**config.mk**
```make
export PLATFORM = sky130hd
export DESIGN_NAME = amiga_line_capture
export DESIGN_NICKNAME = d
export VERILOG_FILES = /design/src/rtl/amiga_line_capture.sv
export SDC_FILE = /design/constraint.sdc
export NUM_CORES = 1
export LEC_CHECK = 0
export ABC_CLOCK_PERIOD_IN_PS = 4600
export BUFFER_PORTS_ARGS = -buffer_cell sky130_fd_sc_hd__buf_4
export CORE_UTILIZATION = 50
export DETAILED_ROUTE_END_ITERATION = 10
export PLACE_DENSITY_LB_ADDON = 0.12
export SLEW_MARGIN = 10
export SYNTH_ARGS = -nofsm -noshare
export SYNTH_HDL_FRONTEND = slang
export SYNTH_SLANG_ARGS = --single-unit
```
**constraint.sdc**
```tcl
create_clock -name clk -period 4.6 [get_ports clk]
set_input_delay 0.23 -clock clk [delete_from_list [all_inputs] [get_ports clk]]
set_output_delay 0.23 -clock clk [all_outputs]
set_load 0.01 [all_outputs]
```
**src/rtl/amiga_line_capture.sv**
```systemverilog
// Captures visible Amiga scan lines into a ping-pong line cache and hands each
// completed line to the SDRAM controller over a toggle request/acknowledge pair.
//
// state      | meaning
// -----------+---------------------------------------------------------
// WAIT_HSYNC | idle between lines, waiting for an hsync falling edge
// SKIP       | counting off the left border strobes of a visible line
// CAPTURE    | writing one pixel per strobe into the current cache row
// HANDOFF    | one cycle: request the SDRAM write or count an overrun
module amiga_line_capture #(
    parameter logic [9:0] H_START     = 10'd64,
    parameter logic [9:0] LINE_PIXELS = 10'd752,
    parameter logic [8:0] V_START     = 9'd26,
    parameter logic [8:0] V_LINES     = 9'd288
) (
    input  logic        clk,
    input  logic        reset_n,
    input  logic        px_en,
    input  logic [11:0] px_rgb,
    input  logic        hsync_n,
    input  logic        vsync_n,
    input  logic        laced,
    input  logic        field,
    output logic [10:0] sc_wr_address,
    output logic        sc_wr_en,
    output logic [15:0] sc_wr_data,
    output logic        s_req,
    input  logic        s_ack,
    output logic        s_cache_row,
    output logic [9:0]  s_sdram_row,
    output logic [7:0]  overrun_count
);

    typedef enum logic [1:0] {WAIT_HSYNC, SKIP, CAPTURE, HANDOFF} state_t;

    state_t      state, state_next;
    logic        hs_q, vs_q;
    logic        hs_fall, vs_fall;
    logic [8:0]  line_cnt;
    logic [8:0]  cap_line;
    logic [8:0]  vline;
    logic        field_q;
    logic [9:0]  col;
    logic [9:0]  skip;
    logic [9:0]  v_end;
    logic        wr_row;
    logic        in_range;
    logic        start_line, skip_inc, do_write, do_handoff;

    assign hs_fall  = hs_q & ~hsync_n;
    assign vs_fall  = vs_q & ~vsync_n;
    assign v_end    = {1'b0, V_START} + {1'b0, V_LINES};
    assign in_range = (line_cnt >= V_START) && ({1'b0, line_cnt} < v_end);
    assign vline    = cap_line - V_START;

    always_comb begin
        state_next = state;
        start_line = 1'b0;
        skip_inc   = 1'b0;
        do_write   = 1'b0;
        do_handoff = 1'b0;
        if (vs_fall) begin
            state_next = WAIT_HSYNC;
        end else begin
            case (state)
                WAIT_HSYNC: begin
                    if (hs_fall) begin
                        start_line = 1'b1;
                        if (in_range) state_next = SKIP;
                    end
                end
                SKIP, CAPTURE: begin
                    // a new hsync mid-line drops the partial line and re-arms for the next
                    if (hs_fall) begin
                        start_line = 1'b1;
                        state_next = in_range ? SKIP : WAIT_HSYNC;
                    end else if (px_en) begin
                        if (state == SKIP) begin
                            skip_inc = 1'b1;
                            if (skip == H_START - 10'd1) state_next = CAPTURE;
                        end else begin
                            do_write = 1'b1;
                            if (col == LINE_PIXELS - 10'd1) state_next = HANDOFF;
                        end
                    end
                end
                HANDOFF: begin
                    do_handoff = 1'b1;
                    state_next = WAIT_HSYNC;
                end
                default: state_next = WAIT_HSYNC;
            endcase
        end
    end

    always_ff @(posedge clk or negedge reset_n) begin
        if (!reset_n) state <= WAIT_HSYNC;
        else          state <= state_next;
    end

    always_ff @(posedge clk or negedge reset_n) begin
        if (!reset_n) begin
            hs_q          <= 1'b0;
            vs_q          <= 1'b0;
            line_cnt      <= 9'd0;
            cap_line      <= 9'd0;
            field_q       <= 1'b0;
            col           <= 10'd0;
            skip          <= 10'd0;
            wr_row        <= 1'b0;
            sc_wr_en      <= 1'b0;
            sc_wr_address <= 11'd0;
            sc_wr_data    <= 16'd0;
            s_req         <= 1'b0;
            s_cache_row   <= 1'b0;
            s_sdram_row   <= 10'd0;
            overrun_count <= 8'd0;
        end else begin
            hs_q     <= hsync_n;
            vs_q     <= vsync_n;
            sc_wr_en <= do_write;
            if (do_write) begin
                sc_wr_address <= {wr_row, col};
                sc_wr_data    <= {4'd0, px_rgb};
                col           <= col + 10'd1;
            end
            if (start_line) begin
                col      <= 10'd0;
                skip     <= 10'd0;
                cap_line <= line_cnt;
            end else if (skip_inc) begin
                skip <= skip + 10'd1;
            end
            if (vs_fall) begin
                line_cnt <= 9'd0;
                field_q  <= field;
            end else if (hs_fall && line_cnt != 9'd511) begin
                line_cnt <= line_cnt + 9'd1;
            end
            // a still-pending request keeps wr_row, so the next line overwrites this one
            if (do_handoff) begin
                if (s_req == s_ack) begin
                    s_req       <= ~s_req;
                    s_cache_row <= wr_row;
                    s_sdram_row <= laced ? {vline, field_q} : {1'b0, vline};
                    wr_row      <= ~wr_row;
                end else if (overrun_count != 8'hFF) begin
                    overrun_count <= overrun_count + 8'd1;
                end
            end
        end
    end

endmodule
```
Word level (Yosys, flattened, before mapping) --
Cells that the tools add are included.
Storage, ports and cells: bits in registers 88, bits of input ports 20, output and inout bits 48, logic and storage cells 86
Cells by class: $add $sub $neg 5, $lt $le $gt $ge 2, equal/unequal tests 13, multiplexer cells 32, bitwise logic cells 7, reduce and logical (&&, ||, !) cells 11
Operators by type and width (number):
- 10-bit two-way mux | 5
- 10-bit by 1-bit adder with 10-bit output, second input constant | 2
- 9-bit two-way mux | 2
- 1-bit two-way mux | 16
- 2-bit two-way mux | 8
- 10-bit equality test, second input constant | 1
- 10-bit by 6-bit equality test with 1-bit output, second input constant | 1
- 5-bit inequality test, second input constant | 2
- 9-bit by 1-bit adder with 9-bit output, second input constant | 1
- 9-bit by 5-bit greater-or-equal comparator with 1-bit output, second input constant | 1
- 9-bit < comparator, second input constant | 1
- 9-bit inequality test, second input constant | 1
- 9-bit by 5-bit subtractor with 9-bit output, second input constant | 1
- 8-bit by 1-bit adder with 8-bit output, second input constant | 1
- 8-bit inequality test, second input constant | 1
- 3-bit inequality test, second input constant | 2
- 2-bit case mux with 3 select lines | 1
- 2-bit nonzero test | 3
- 1-bit inverter | 5
- 5-bit AND reduction | 1
- 2-bit equality test, second input constant | 2
- 4-bit inequality test, second input constant | 1
- 3-bit AND reduction | 1
- 3-bit OR reduction | 1
- other kinds (7) | 9

Logic depth before layout (Yosys ltp) --
Gate-level depths: netlist (run 1).
depth after elaboration 8, depth in mapped cells 8, depth with buffers taken out 8

Worst setup path after synthesis (run 1) --
No wires, ideal clock.
path kind flip-flop to flip-flop, start point reg line_cnt[0], end point reg state[0], setup time 0.125 ns, arrival time 1.850 ns, required time 4.475 ns, path slack 2.625 ns, cell stages (with the launch flop) 8, buffers on the path 0, clock period less this slack 1.975 ns, cell sequence dfrtp_1 inv_1 ha_1 or3_1 a222oi_1 o211ai_1 o21ai_2 mux2_4
Between the ends: cells in the longest elaborated chain, start to end 6, elaborated cells between the ends (all ways) 9, classes of those cells order compare (2); eq/ne (1); mux (4); reduce/logical (2)
Ends and longest elaborated chain:
- from (decl) | RTL line 39 | logic [8:0] line_cnt;
- from (signal assigned) | RTL line 138 | line_cnt <= line_cnt + 9'd1;
- 9-bit by 5-bit greater-or-equal comparator with 1-bit output or 9-bit < comparator (tied branches) | RTL line 53 | assign in_range = (line_cnt >= V_START) && ({1'b0, line_cnt} < v_end);
- 1-bit logical AND (*) | RTL line 53
- 1-bit two-way mux | RTL line 76 | state_next = in_range ? SKIP : WAIT_HSYNC;
- 2-bit two-way mux | RTL line 74 | if (hs_fall) begin
- 2-bit case mux with 3 select lines | RTL line 65 | case (state)
- 2-bit two-way mux | RTL line 62 | if (vs_fall) begin
- to (signal assigned) | RTL line 98 | else state <= state_next;
- to (decl) | RTL line 36 | state_t state, state_next;
Mark *: on every way between the ends. The rest lies on a longest branch, timed or not. A chain may end at the register's enable or synchronous reset.

Final worst setup path (run 1) --
start point in hsync_n, end point reg sc_wr_data[10]
Between the ends: cells in the longest elaborated chain, start to end 5
Ends and longest elaborated chain:
- from (decl) | RTL line 20 | input logic hsync_n,
- 1-bit inverter | RTL line 50 | assign hs_fall = hs_q & ~hsync_n;
- 1-bit AND | RTL line 50
- 1-bit two-way mux | RTL line 74
- 1-bit two-way mux | RTL line 65
- 1-bit two-way mux | RTL line 62
- to (signal assigned) | RTL line 124 | sc_wr_data <= {4'd0, px_rgb};
- to (decl) | RTL line 26 | output logic [15:0] sc_wr_data,
Every way passes these cells.

==> results.md, run 1 <==
Status:
- The run finished with clean final reports.

Worst setup path:
- Data arrives at the worst endpoint at 3130 ps.
- The launching point of the worst reg2reg path is state[0].
- The setup slack of the most critical reg-to-reg path is 1740 ps.
- The data required time of the worst path is 4830 ps.
- The largest single stage delay on the critical path is 990 ps.
- The kind of critical path is in -> reg.
- STA classifies the critical path endpoint as a register.
- The cell type with the highest occurrence count on the critical path is sky130_fd_sc_hd__buf_4.
- In this run the worst path has a maximum fanout of 24.
- The destination of the worst register-to-register timing path is sc_wr_data[10].
- Walking the worst path, the cells encountered are dlygate4sd3_1 > buf_4 > nand2b_1 > nand4_2 > nor2_2 > buf_4 > mux2_1.
- The worst setup path is launched from an input pin.
- Measured in cells, the most critical reg-to-reg path has a length of 6.
- The standard cell with the maximum stage delay on the critical path is sky130_fd_sc_hd__nor2_2.

Finish:
- Leaving out fill and tap cells, the most frequent cell in the layout is sky130_fd_sc_hd__dfrtp_1.
- For this run, the post-layout net count is 461.
- The relative area change from synthesis to final layout is 19.55%.
- The share of cells above drive strength 1 is 0.2920.
- The repair_antennas step left the layout with diodes totalling 0.
- The final instance area is 4942 um2.
- The count of cells in the finished layout, fillers not included, comes to 537.
- In the layout the commonest cells are sky130_fd_sc_hd__dfrtp_1 (88), sky130_fd_sc_hd__buf_4 (67), sky130_fd_sc_hd__mux2_2 (36), sky130_fd_sc_hd__nand2_1 (29), sky130_fd_sc_hd__nor2_1 (29).

STA:
- The time the worst path needs with I/O delays and setup is 2900 ps.
- The final clock skew is 12.65 ps.
- The worst-case headroom to the max-slew limit is 0.2250.
- In the finished design, the share of the clock period the worst path needs comes to 0.6305.
- The number of endpoints failing setup at the final stage is 0.
- The number of pins exceeding their max-slew limit in the final report is 0.
- The number of failing hold endpoints at the final stage is 0.
- Summed over all failing endpoints, the final setup total negative slack is 0 ps.
- Static timing analysis puts the maximum clock frequency at 344.8 MHz.
- Setup repair after global routing left no endpoint under its margin.
- For the pin with the worst max-slew slack, the measured transition is 1161 ps.

Clock network:
- The cell sitting at the root of the clock tree is a sky130_fd_sc_hd__clkbuf_8.
- The clock sink count is 88.
- The TritonCTS clock tree is done.
- The H-tree depth reported by CTS is 3.
- The post-CTS clock slew at the launch and capture registers of the worst setup and hold paths is 80 ps.
- In this run, CTS created clock tree buffers numbering 9.
- No sink is reached through more buffers than the 2 on the longest clock path.
- The number of post-CTS setup repair buffers is 0.
- The clock latency at the later pin of the worst-skew pair is 350 ps.

Power:
- The worst vdd rail ir drop is 308.1 uV.
- In this run the power density over the cells is 487.6 nW/um2.
- For this design the static power due to leakage is 2.365 nW.
- The final total power is 2.410 mW.

Route:
- For this block, the initial DRC count from the detailed router was 106.
- The final layout contains routed wiring with a total length of 7496 um.
- In the routed layout, each cell is associated on average with a via count of 5.322.
- The per-cell routed wire length is 13.96 um.
- The number of iterations in the first detailed-routing pass is 4.
- The remaining antenna violation count after routing is 0.
- For this run, design rule violations remaining after detail routing come to 0.
- The detailed-route via count is 2858.

Synth:
- The cell area after synthesis is 4134 um2.
- The most used flip-flop cell after synthesis is sky130_fd_sc_hd__dfrtp_1.
- After synthesis, the cell types taking the most area are sky130_fd_sc_hd__dfrtp_1 (53%), sky130_fd_sc_hd__mux2_2 (9.8%), sky130_fd_sc_hd__xnor2_1 (4.9%).
- Counting distinct cell types in the post-synthesis netlist gives 43.
- After synthesis the netlist holds a flip-flop and latch count of 88.
- The portion of the post-synthesis area used by sequential elements is 0.5327.
- The cell taking the most area after synthesis is sky130_fd_sc_hd__dfrtp_1.
- Of the post-synthesis cell area, the dominant cell type holds 0.5327.
- The synthesized design contains 0 enable-type register cells.
- During synthesis, Yosys emitted a total of 0 warnings.
- In the synthesized netlist, the number of instances is 363.
- The share of synthesized registers carrying an async set or reset is 1.000.
- The post-synthesis area per instance is 11.39 um2.

GRT:
- The via count of the first global-routing pass was 2714.
- The combined global-route utilization of all metal layers is 0.1949.
- The overall overflow remaining after global route is 0.
- The number of antenna violations at the first check in global routing is 0.
- Entering global routing, the biggest net connects 46 pins.
- The global-route wire length before repair is 13030 um.

Min path:
- The worst hold path stage count is 2.
- The worst hold path belongs to the class in -> reg.
- The worst hold path endpoint is s_req.
- The startpoint of the most critical hold path is s_ack.

Place:
- Buffers placed on the I/O ports in this run total 63.
- After detailed placement, the design holds a cell count of 518.
- The final weighted congestion in routability-driven placement is 0.8326.
- Summed over all nets, the half-perimeter wirelength after detailed placement is 5335 um.
- The total placed instance area is 4681 um2.

Floorplanning:
- The effective utilization at floorplan is 0.5268.
- The die extent in x is 92.93 um.
- In this run the core area contains 32 standard-cell rows.
- The die outline height is 92.93 um.
- For this design the top-level I/O count stands at 68.
- The floorplan step defined a core boundary enclosing 7848 um2.
- The overall die area is 8636 um2.

Flow run:
- Max-cap violations in this run came to 0.
## final cells by class
cell class,instances,area (um2)
Clock inverter,4,76.32
Tap cell,102,127.6
Timing Repair Buffer,70,533.0
Sequential cell,88,2202
Inverter,9,33.78
Multi-Input combinational cell,252,1814
Fill cell,653,2905
Clock buffer,12,155.1
## synth_stat cells (6+ instances only)
library cell,n
sky130_fd_sc_hd__dfrtp_1,88
sky130_fd_sc_hd__nor3_1,6
sky130_fd_sc_hd__xor2_1,12
sky130_fd_sc_hd__a21oi_1,11
sky130_fd_sc_hd__xnor2_1,23
sky130_fd_sc_hd__nand2_1,29
sky130_fd_sc_hd__nand3_1,13
sky130_fd_sc_hd__inv_1,9
sky130_fd_sc_hd__and3_1,6
sky130_fd_sc_hd__nand4_1,10
sky130_fd_sc_hd__o21ai_0,16
sky130_fd_sc_hd__buf_4,6
sky130_fd_sc_hd__mux2_2,36
sky130_fd_sc_hd__mux2i_1,6
sky130_fd_sc_hd__ha_1,11
sky130_fd_sc_hd__or3_1,6
sky130_fd_sc_hd__nor2_1,29
## flip-flops by register name, summed over array words and instances (netlist names)
signal / count
cap_line: 9
col: 10
field_q: 1
hs_q: 1
line_cnt: 9
overrun_count: 8
s_cache_row: 1
s_req: 1
s_sdram_row: 10
sc_wr_address: 11
sc_wr_data: 12
sc_wr_en: 1
skip: 10
state: 2
vs_q: 1
wr_row: 1
## report_power, final
part	switching (mW)	internal (mW)
Sequential	0.119	0.941
Combinational	0.355	0.388
Clock	0.269	0.337
Total	0.744	1.67
## stage by stage
stage | hold slack (ps) | worst slack [ps] | utilization
after global placement | 255.3 | 1748 | 0.5965
after floorplan | -65.59 | 2625 | -
final | 91.46 | 1700 | 0.6298
after detailed placement | 256.6 | 1736 | 0.5965
after global routing | 93.98 | 1471 | 0.6298
after CTS | 78.41 | 1681 | 0.6298
## kinds of logic after synthesis
group,Yosys count,share of synthesized area
buffers and inverters,26,0.03238
xor gates and xnor gates,35,0.07415
DFF,88,0.5327
adders and majority gates,11,0.03329
other,1,0.0009071
muxes,46,0.1253
and+or+nand+nor,121,0.1468
AOI/OAI and AO/OA,35,0.05448
## worst max path at each step
stage / startpoint / to / depth (start not counted)
4_1_cts: hsync_n / sc_wr_data[9] / 7
3_3_place_gp: state[0] / sc_wr_data[10] / 6
3_5_place_dp: state[0] / sc_wr_data[9] / 6
5_1_grt: state[0] / sc_wr_data[9] / 6
6_report: hsync_n / sc_wr_data[10] / 7
2_1_floorplan: line_cnt[0] / state[0] / 7
## critical path, delay by kind of cell
family / cells / cell delay [ps]
buffers and inverters: 3 / 890
muxes: 1 / 320
and+or+nand+nor: 3 / 1680
## layer usage
metal,vias to the layer above,part of all wire,track usage
met5,-,0,0
met2,64,0.44,0.2880
met3,7,0.052,0.03941
met4,0,0.014,0.09231
li1,1388,-,-
met1,1399,0.49,0.2743
## what timing repair did
item,in CTS,in global routing
hold endpoints to repair,45,0
hold buffers,3,0
resized for setup,0,0
(Power assumes the default switching activity.)
==> run 2, diff against run 1 <==
- ABC_CLOCK_PERIOD_IN_PS: 4600 -> 2750
- clock period: 4.6 -> 2.75 ns (I/O delays scaled with it)
==> run 2 against run 1 <==
  * Register-to-register slack worse by 1200 ps
  * Design area up 2.8%
  * Clock power up 61%
  * Final cell count up 3.0%
  * Critical endpoint is now state[0]
  * Largest power group unchanged
==> results.md, run 2 (synthesis results as in run 1) <==
Clock network:
- At the later pin of the worst-skew pair, clock insertion delay measures 360 ps.
- CTS placed an instance of sky130_fd_sc_hd__clkbuf_8 at the clock tree root.
- The maximum buffer depth of the clock tree is 2.
- Counting every sink on the clock net gives 88.
- TritonCTS built the clock tree.
- The post-CTS clock slew at the launch and capture registers of the worst setup and hold paths is 90 ps.
- The number of gates resized after CTS was 0.
- Clock tree synthesis inserted a total of 9 buffers.
- The number of post-CTS setup repair buffers is 0.
- The H-tree depth reported by CTS is 3.
- The hold buffer count at CTS is 16.

Finish:
- The non-filler instance count after layout is 553.
- The area of all sequential standard cells is 2202 um2.
- In the final layout, the registers with the most flip-flops are sc_wr_data x12, sc_wr_address x11.
- The combined area of the multi-input logic cells is 1814 um2.
- The most common library cell in the layout ignoring fill and taps is sky130_fd_sc_hd__dfrtp_1.
- After filler insertion, the fill cell instance count of the layout stands at 659.
- The relative area change from synthesis to final layout is 22.94%.
- The number of antenna diodes in the final layout is 0.
- The library cells used most frequently in the layout, excluding fill and tap cells, are sky130_fd_sc_hd__dfrtp_1 (88), sky130_fd_sc_hd__buf_4 (70), sky130_fd_sc_hd__mux2_2 (36), sky130_fd_sc_hd__nand2_1 (29), sky130_fd_sc_hd__nor2_1 (29).
- The net count of the finished layout is 477.
- Of the cells placed in the final design, the portion with a size suffix greater than 1 is 0.2905.
- The most flop-heavy register is sc_wr_data.
- The register with the most flip-flops in the layout has 12 of them.

Worst setup path:
- The critical path is of the reg -> reg type.
- The worst setup path is launched from a register.
- At the worst endpoint, the required time is 2990 ps.
- The data arrival time of the critical path is 2400 ps.
- The critical path goes through inv_1 > ha_1 > or3_1 > a222oi_1 > o211ai_1 > o21ai_2 > mux2_4.
- STA classifies the critical path endpoint as a register.
- Grouping stages by cell kind, the critical path spends the most delay in compound AO/OA/AOI/OAI gates.
- For this run, the slowest stage of the critical path takes 440 ps.
- The slowest stage of the critical path belongs to the cell sky130_fd_sc_hd__dfrtp_1.
- The launch point of the worst path is line_cnt[0].
- Together, buffers and inverters on the worst path number 1.
- Along the worst path, the maximum fanout reaches 5.
- The launching point of the worst reg2reg path is line_cnt[0].

Floorplanning:
- The die covers 8636 um2.
- The die extent in x is 92.93 um.
- For this configuration, the core starts out at a cell density of 0.5268.
- The floorplan step defined a core boundary enclosing 7848 um2.
- 68 I/O pins were placed.
- In this run the core area contains 32 standard-cell rows.
- Measured along the y axis, the die boundary spans 92.93 um.

Status:
- The flow ran to the end, and the final reports show no timing, DRC or antenna violations.

Place:
- Detailed placement ended at an HPWL of 5456 um.
- The number of placed instances with taps included is 521.
- The worst setup slack before clock tree synthesis is 600.9 ps.
- The count of buffers from port buffering is 63.
- Routability-driven placement finished with a final weighted congestion of 0.8020.

Power:
- The leakage dissipation is 2.429 nW.
- The design draws 4.033 mW.
- Power spread over the standard cell area amounts to 793.5 nW/um2.
- The worst vdd rail ir drop is 455.9 uV.

STA:
- The time the worst path needs with I/O delays and setup is 2162 ps.
- The maximum clock rate is 462.5 MHz.
- The number of failing hold endpoints at the final stage came to 0.
- At the pin with the least slew margin, the transition time is 788.4 ps.
- In the finished design, the share of the clock period the worst path needs comes to 0.7862.
- Setup repair after global routing left no endpoint under its margin.
- Across all setup checks in the final design, the least slack found is 587.8 ps.
- Adding up every negative setup slack in the final design gives 0 ps.
- Clock skew on the completed layout was measured at 6.852 ps.
- Setup violations remaining at the end of the flow were counted as 0.
- Headroom to the max-slew limit came out at 0.4716.
- The number of pins exceeding their max-slew limit in the final report is 0.

Min path:
- In this run the worst hold path is classified as in -> reg.
- The worst hold path begins at px_rgb[3].

Route:
- The number of vias per cell after detailed routing is 5.241.
- The count of nets left with antenna violations once routing finished came out at 0.
- The routed layout has 2898 vias.
- Summed over all layers, the routed wires come to 7868 um.
- For this run, the detailed router's first-pass iteration total came to 4.
- For this block, the initial DRC count from the detailed router was 107.
- The per-cell routed wire length is 14.23 um.
- The number of remaining DRC errors is 0.

GRT:
- The combined global-route utilization of all metal layers is 0.2073.
- The total overflow left after global routing is 0.
- The pin count of the biggest net entering global routing is 41.
- The via count of the first global-routing pass is 2966.
- The number of antenna violations at the first check in global routing is 0.
- The global-route wire length before repair is 13920 um.

Flow run:
- Max-cap violations in this run came to 0.
[run 2: cell type report]
class | instances | area share
Sequential cell | 88 | 0.4333
Clock inverter | 7 | 0.01871
Tap cell | 102 | 0.02511
Multi-Input combinational cell | 252 | 0.3570
Inverter | 9 | 0.006647
Timing Repair Buffer | 86 | 0.1349
Clock buffer | 9 | 0.02437
[run 2: worst reg2reg max path, stage by stage, from the launching register on]
cell and delay (ps):
sky130_fd_sc_hd__dfrtp_1 440, sky130_fd_sc_hd__inv_1 70, sky130_fd_sc_hd__ha_1 180, sky130_fd_sc_hd__or3_1 360, sky130_fd_sc_hd__a222oi_1 410, sky130_fd_sc_hd__o211ai_1 150, sky130_fd_sc_hd__o21ai_2 120, sky130_fd_sc_hd__mux2_4 320
[run 2: layer usage]
layer / track usage / routed length (um) / part of all wire
met3: 0.05829 / 439 / 0.056
met2: 0.3248 / 3511 / 0.45
met4: 0.07179 / 117 / 0.015
met5: 0 / 0 / 0
met1: 0.2761 / 3800 / 0.48
[run 2: report_power, final]
group	internal (mW)	total, mW	switching [mW]
Combinational	0.672	1.28	0.609
Clock	0.513	0.975	0.462
Sequential	1.57	1.78	0.202
Total	2.76	4.03	1.27
[run 2: final timing paths]
kind	end	slack (ps)	cells past startpoint
max	state[0]	590	7
min	sc_wr_data[3]	20	2
max reg2reg	state[0]	590	7
min reg2reg	s_sdram_row[0]	490	2
max in group asynchronous	sc_wr_data[4]	1740	3
min in group asynchronous	s_sdram_row[6]	290	2
[run 2: per-stage QoR]
| stage | cell area (um2) | hold WS, ps | utilization |
|---|---|---|---|
| after CTS | 5082 | 7.197 | 0.6476 |
| final | 5082 | 24.06 | 0.6476 |
| after detailed placement | 4703 | 146.3 | 0.5993 |
| after floorplan | 4145 | -158.1 | - |
| after global placement | 4703 | 145.0 | 0.5993 |
| after global routing | 5082 | 19.47 | 0.6476 |
==> run 3, diff against run 2 <==
- ABC_CLOCK_PERIOD_IN_PS: 2750 -> 2200
- clock period: 2.75 -> 2.2 ns (I/O delays scaled with it)
==> run 3 against run 2 <==
  * Wire length increased by 2.6%
  * Sequential power increased by 24%
  * Fmax increased by 6.3%
  * Global-route usage increased by 0.32 points
  * Utilization increased by 1.4 points
  * Via count increased by 2.1%
  * Largest cell class unchanged
  * Clock power increased by 29%
  * Count of clock-buffer cells in the layout increased by 1
  * Final cell count increased by 1.6%
==> results.md, run 3 (synthesis results as in run 1) <==
Status:
- The run finished with clean final reports.

Finish:
- The most flop-heavy register is sc_wr_data.
- Counting the fill cells in the layout gives 641.
- The register with the most flip-flops in the layout has 12 of them.
- The core occupancy in the finished layout is 0.6615.
- The number of diodes added for antenna fixing is 0.
- The largest registers in the layout are sc_wr_data x12, sc_wr_address x11.
- The share of cells above drive strength 1 is 0.3043.
- Once layout is complete, the cells apart from fillers number 562.
- The combined area of the multi-input logic cells is 1817 um2.
- After routing the design area is 5191 um2.
- The final-stage net count is 486.
- In the final layout, flip-flops and latches occupy 2202 um2.
- In the layout the commonest cells are sky130_fd_sc_hd__dfrtp_1 (88), sky130_fd_sc_hd__buf_4 (76), sky130_fd_sc_hd__mux2_2 (36), sky130_fd_sc_hd__nand2_1 (29), sky130_fd_sc_hd__nor2_1 (29).
- The relative area change from synthesis to final layout is 25.58%.
- The library cell used most frequently in the layout, excluding fill and tap cells, is sky130_fd_sc_hd__dfrtp_1.

Route:
- The number of vias per cell after detailed routing is 5.263.
- The number of iterations in the first detailed-routing pass is 4.
- The final layout contains routed wiring with a total length of 8073 um.
- In the routed design, unresolved DRC markers number 0.
- In the final routed layout, each cell accounts on average for 14.36 um.
- After the first detailed-routing iteration, the DRC count stood at 124.
- The remaining antenna violation count after routing is 0.
- The detailed-route via count is 2958.

Place:
- The final weighted congestion in routability-driven placement is 0.7959.
- The number of placed instances with taps included is 528.
- The total placed instance area is 4781 um2.
- The worst setup slack before clock tree synthesis is 179.9 ps.
- The placed wire-length estimate is 5660 um.
- The count of buffers from port buffering is 63.

Min path:
- The tightest min-delay check is of the in -> reg type.

Floorplanning:
- The die outline height is 92.93 um.
- The region available for standard cell placement spans 7848 um2.
- The floorplan step defined a die boundary enclosing 8636 um2.
- The number of rows in the core area is 32.
- From left edge to right edge, the die measures 92.93 um.
- The top-level port count is 68.
- For this configuration, the core starts out at a cell density of 0.5268.

GRT:
- The total overflow left after global routing is 0.
- The pin count of the biggest net entering global routing is 53.
- In the global route stage, overall resource usage came out at 0.2105.
- The via count of the first global-routing pass was 3097.
- The global-route wire length before repair is 14210 um.
- The number of antenna violations at the first check in global routing is 0.

STA:
- Setup slack on the critical path of the routed design comes to 166.5 ps.
- The number of failing hold endpoints at the final stage is 0.
- In the final timing run, aggregate negative setup slack is 0 ps.
- The number of endpoints failing setup at the final stage is 0.
- Clock skew on the completed layout was measured at 7.598 ps.
- Setup repair after global routing could not meet its margin everywhere.
- At the pin with the least slew margin, the transition time is 549.9 ps.
- The number of pins exceeding their max-slew limit in the final report is 0.
- Measured against its own limit, the worst slew margin works out to 0.6308.
- The maximum clock rate is 491.8 MHz.
- The time the worst path needs with I/O delays and setup is 2033 ps.
- The post-route fraction of the period consumed by the critical path is 0.9243.
- The final hold slack is 114.8 ps.

Worst setup path:
- In this run the register-to-register setup slack is 170 ps.
- The critical path contains buffers and inverters numbering 0 combined.
- The standard cell with the maximum stage delay on the critical path is sky130_fd_sc_hd__dfrtp_1.
- STA classifies the critical path endpoint as a register.
- The critical path is of the reg -> reg type.
- STA classifies the critical path startpoint as a register.
- At the worst endpoint, the arrival time is 2280 ps.
- Along the worst path, the maximum fanout reaches 2.
- In this design, the stage delay of the slowest critical-path cell is 400 ps.
- Grouping stages by cell kind, the critical path spends the most delay in compound AO/OA/AOI/OAI gates.
- Walking the worst path, the cells encountered are ha_2 > or3_1 > a222oi_1 > o211ai_1 > o21ai_2 > mux2_4.
- The data required time of the worst path is 2440 ps.

Power:
- The leakage dissipation is 2.478 nW.
- The power per cell area is 993.7 nW/um2.
- Of the total power, the share spent switching nets is 0.3127.
- The worst vdd rail ir drop is 665.2 uV.
- The final total power is 5.158 mW.
- The part of the total power dissipated in the clock network is 0.245.
- The share of total power dissipated in sequential elements is 0.427.
- In this run the power spent charging and discharging nets is 1.613 mW.
- Internal power comes to 3.545 mW.
- The part of the power in combinational logic is 0.328.

Clock network:
- Clock tree synthesis inserted a total of 9 buffers.
- The clock tree root driver cell is sky130_fd_sc_hd__clkbuf_8.
- The maximum buffer depth of the clock tree is 2.
- For the worst-skew pair, the clock arrives at the later sink with an insertion delay of 360 ps.
- The clock sink count is 88.
- The post-CTS clock slew at the launch and capture registers of the worst setup and hold paths is 80 ps.
- The H-tree depth reported by CTS is 3.
- TritonCTS built the clock tree.

Flow run:
- The number of max-capacitance violations reported is 0.
==> run 3: cell count changes in the layout (fill, tap and decap cells not counted) <==
cell / before / now
sky130_fd_sc_hd__buf_12: 0 / 2
sky130_fd_sc_hd__clkinvlp_4: 1 / 2
sky130_fd_sc_hd__ha_1: 11 / 10
sky130_fd_sc_hd__ha_2: 0 / 1
sky130_fd_sc_hd__inv_6: 1 / 0
sky130_fd_sc_hd__buf_4: 70 / 76
sky130_fd_sc_hd__clkinv_2: 2 / 0
sky130_fd_sc_hd__dlygate4sd3_1: 16 / 17
sky130_fd_sc_hd__clkbuf_8: 9 / 10
sky130_fd_sc_hd__clkinv_4: 1 / 2
==> run 3: final timing paths <==
check                          startpoint                to  cells past startpoint
max                           line_cnt[1]          state[0]                      6
min                                 laced    s_sdram_row[9]                      3
max reg2reg                   line_cnt[1]          state[0]                      6
min reg2reg                s_sdram_row[3]    s_sdram_row[3]                      2
max in group asynchronous         reset_n  sc_wr_address[9]                      3
min in group asynchronous         reset_n    s_sdram_row[5]                      2
==> run 3: layer usage <==
metal,track usage,up-vias,part of all wire
met5,0,-,0
met1,0.2668,1441,0.47
met2,0.3413,66,0.46
met4,0.1013,0,0.023
met3,0.04598,14,0.053
li1,-,1437,-
==> run 3: timing repair <==
item / 4_1_cts / 5_1_grt
hold buffers: 17 / 0
setup endpoints to repair: 0 / 4
hold endpoints to repair: 52 / 0
setup buffers: 0 / 1
gates resized for setup: 0 / 1
==> run 3: final cells by class <==
| type | instances | area share |
|---|---|---|
| inverters | 9 | 0.006508 |
| multi-input cells | 252 | 0.3500 |
| flip-flops and latches | 88 | 0.4242 |
| repair buffers | 95 | 0.1504 |
| clock inverters | 6 | 0.01784 |
| well taps | 102 | 0.02458 |
| clock buffers | 10 | 0.02651 |
==> run 3: worst min-delay path, cell delays in order <==
cell and delay [ps]:
sky130_fd_sc_hd__buf_4 170, sky130_fd_sc_hd__nand4_1 90, sky130_fd_sc_hd__o21ai_0 60
==> run 3: power groups by stage <==
stage / logic, mW / clock network, mW / registers (mW)
2_1_floorplan: 0.844 / 0 / 2.33
3_3_place_gp: 1.64 / 0 / 2.22
3_5_place_dp: 1.68 / 0 / 2.24
4_1_cts: 1.71 / 1.30 / 2.20
5_1_grt: 1.87 / 1.35 / 2.25
6_report: 1.69 / 1.26 / 2.20
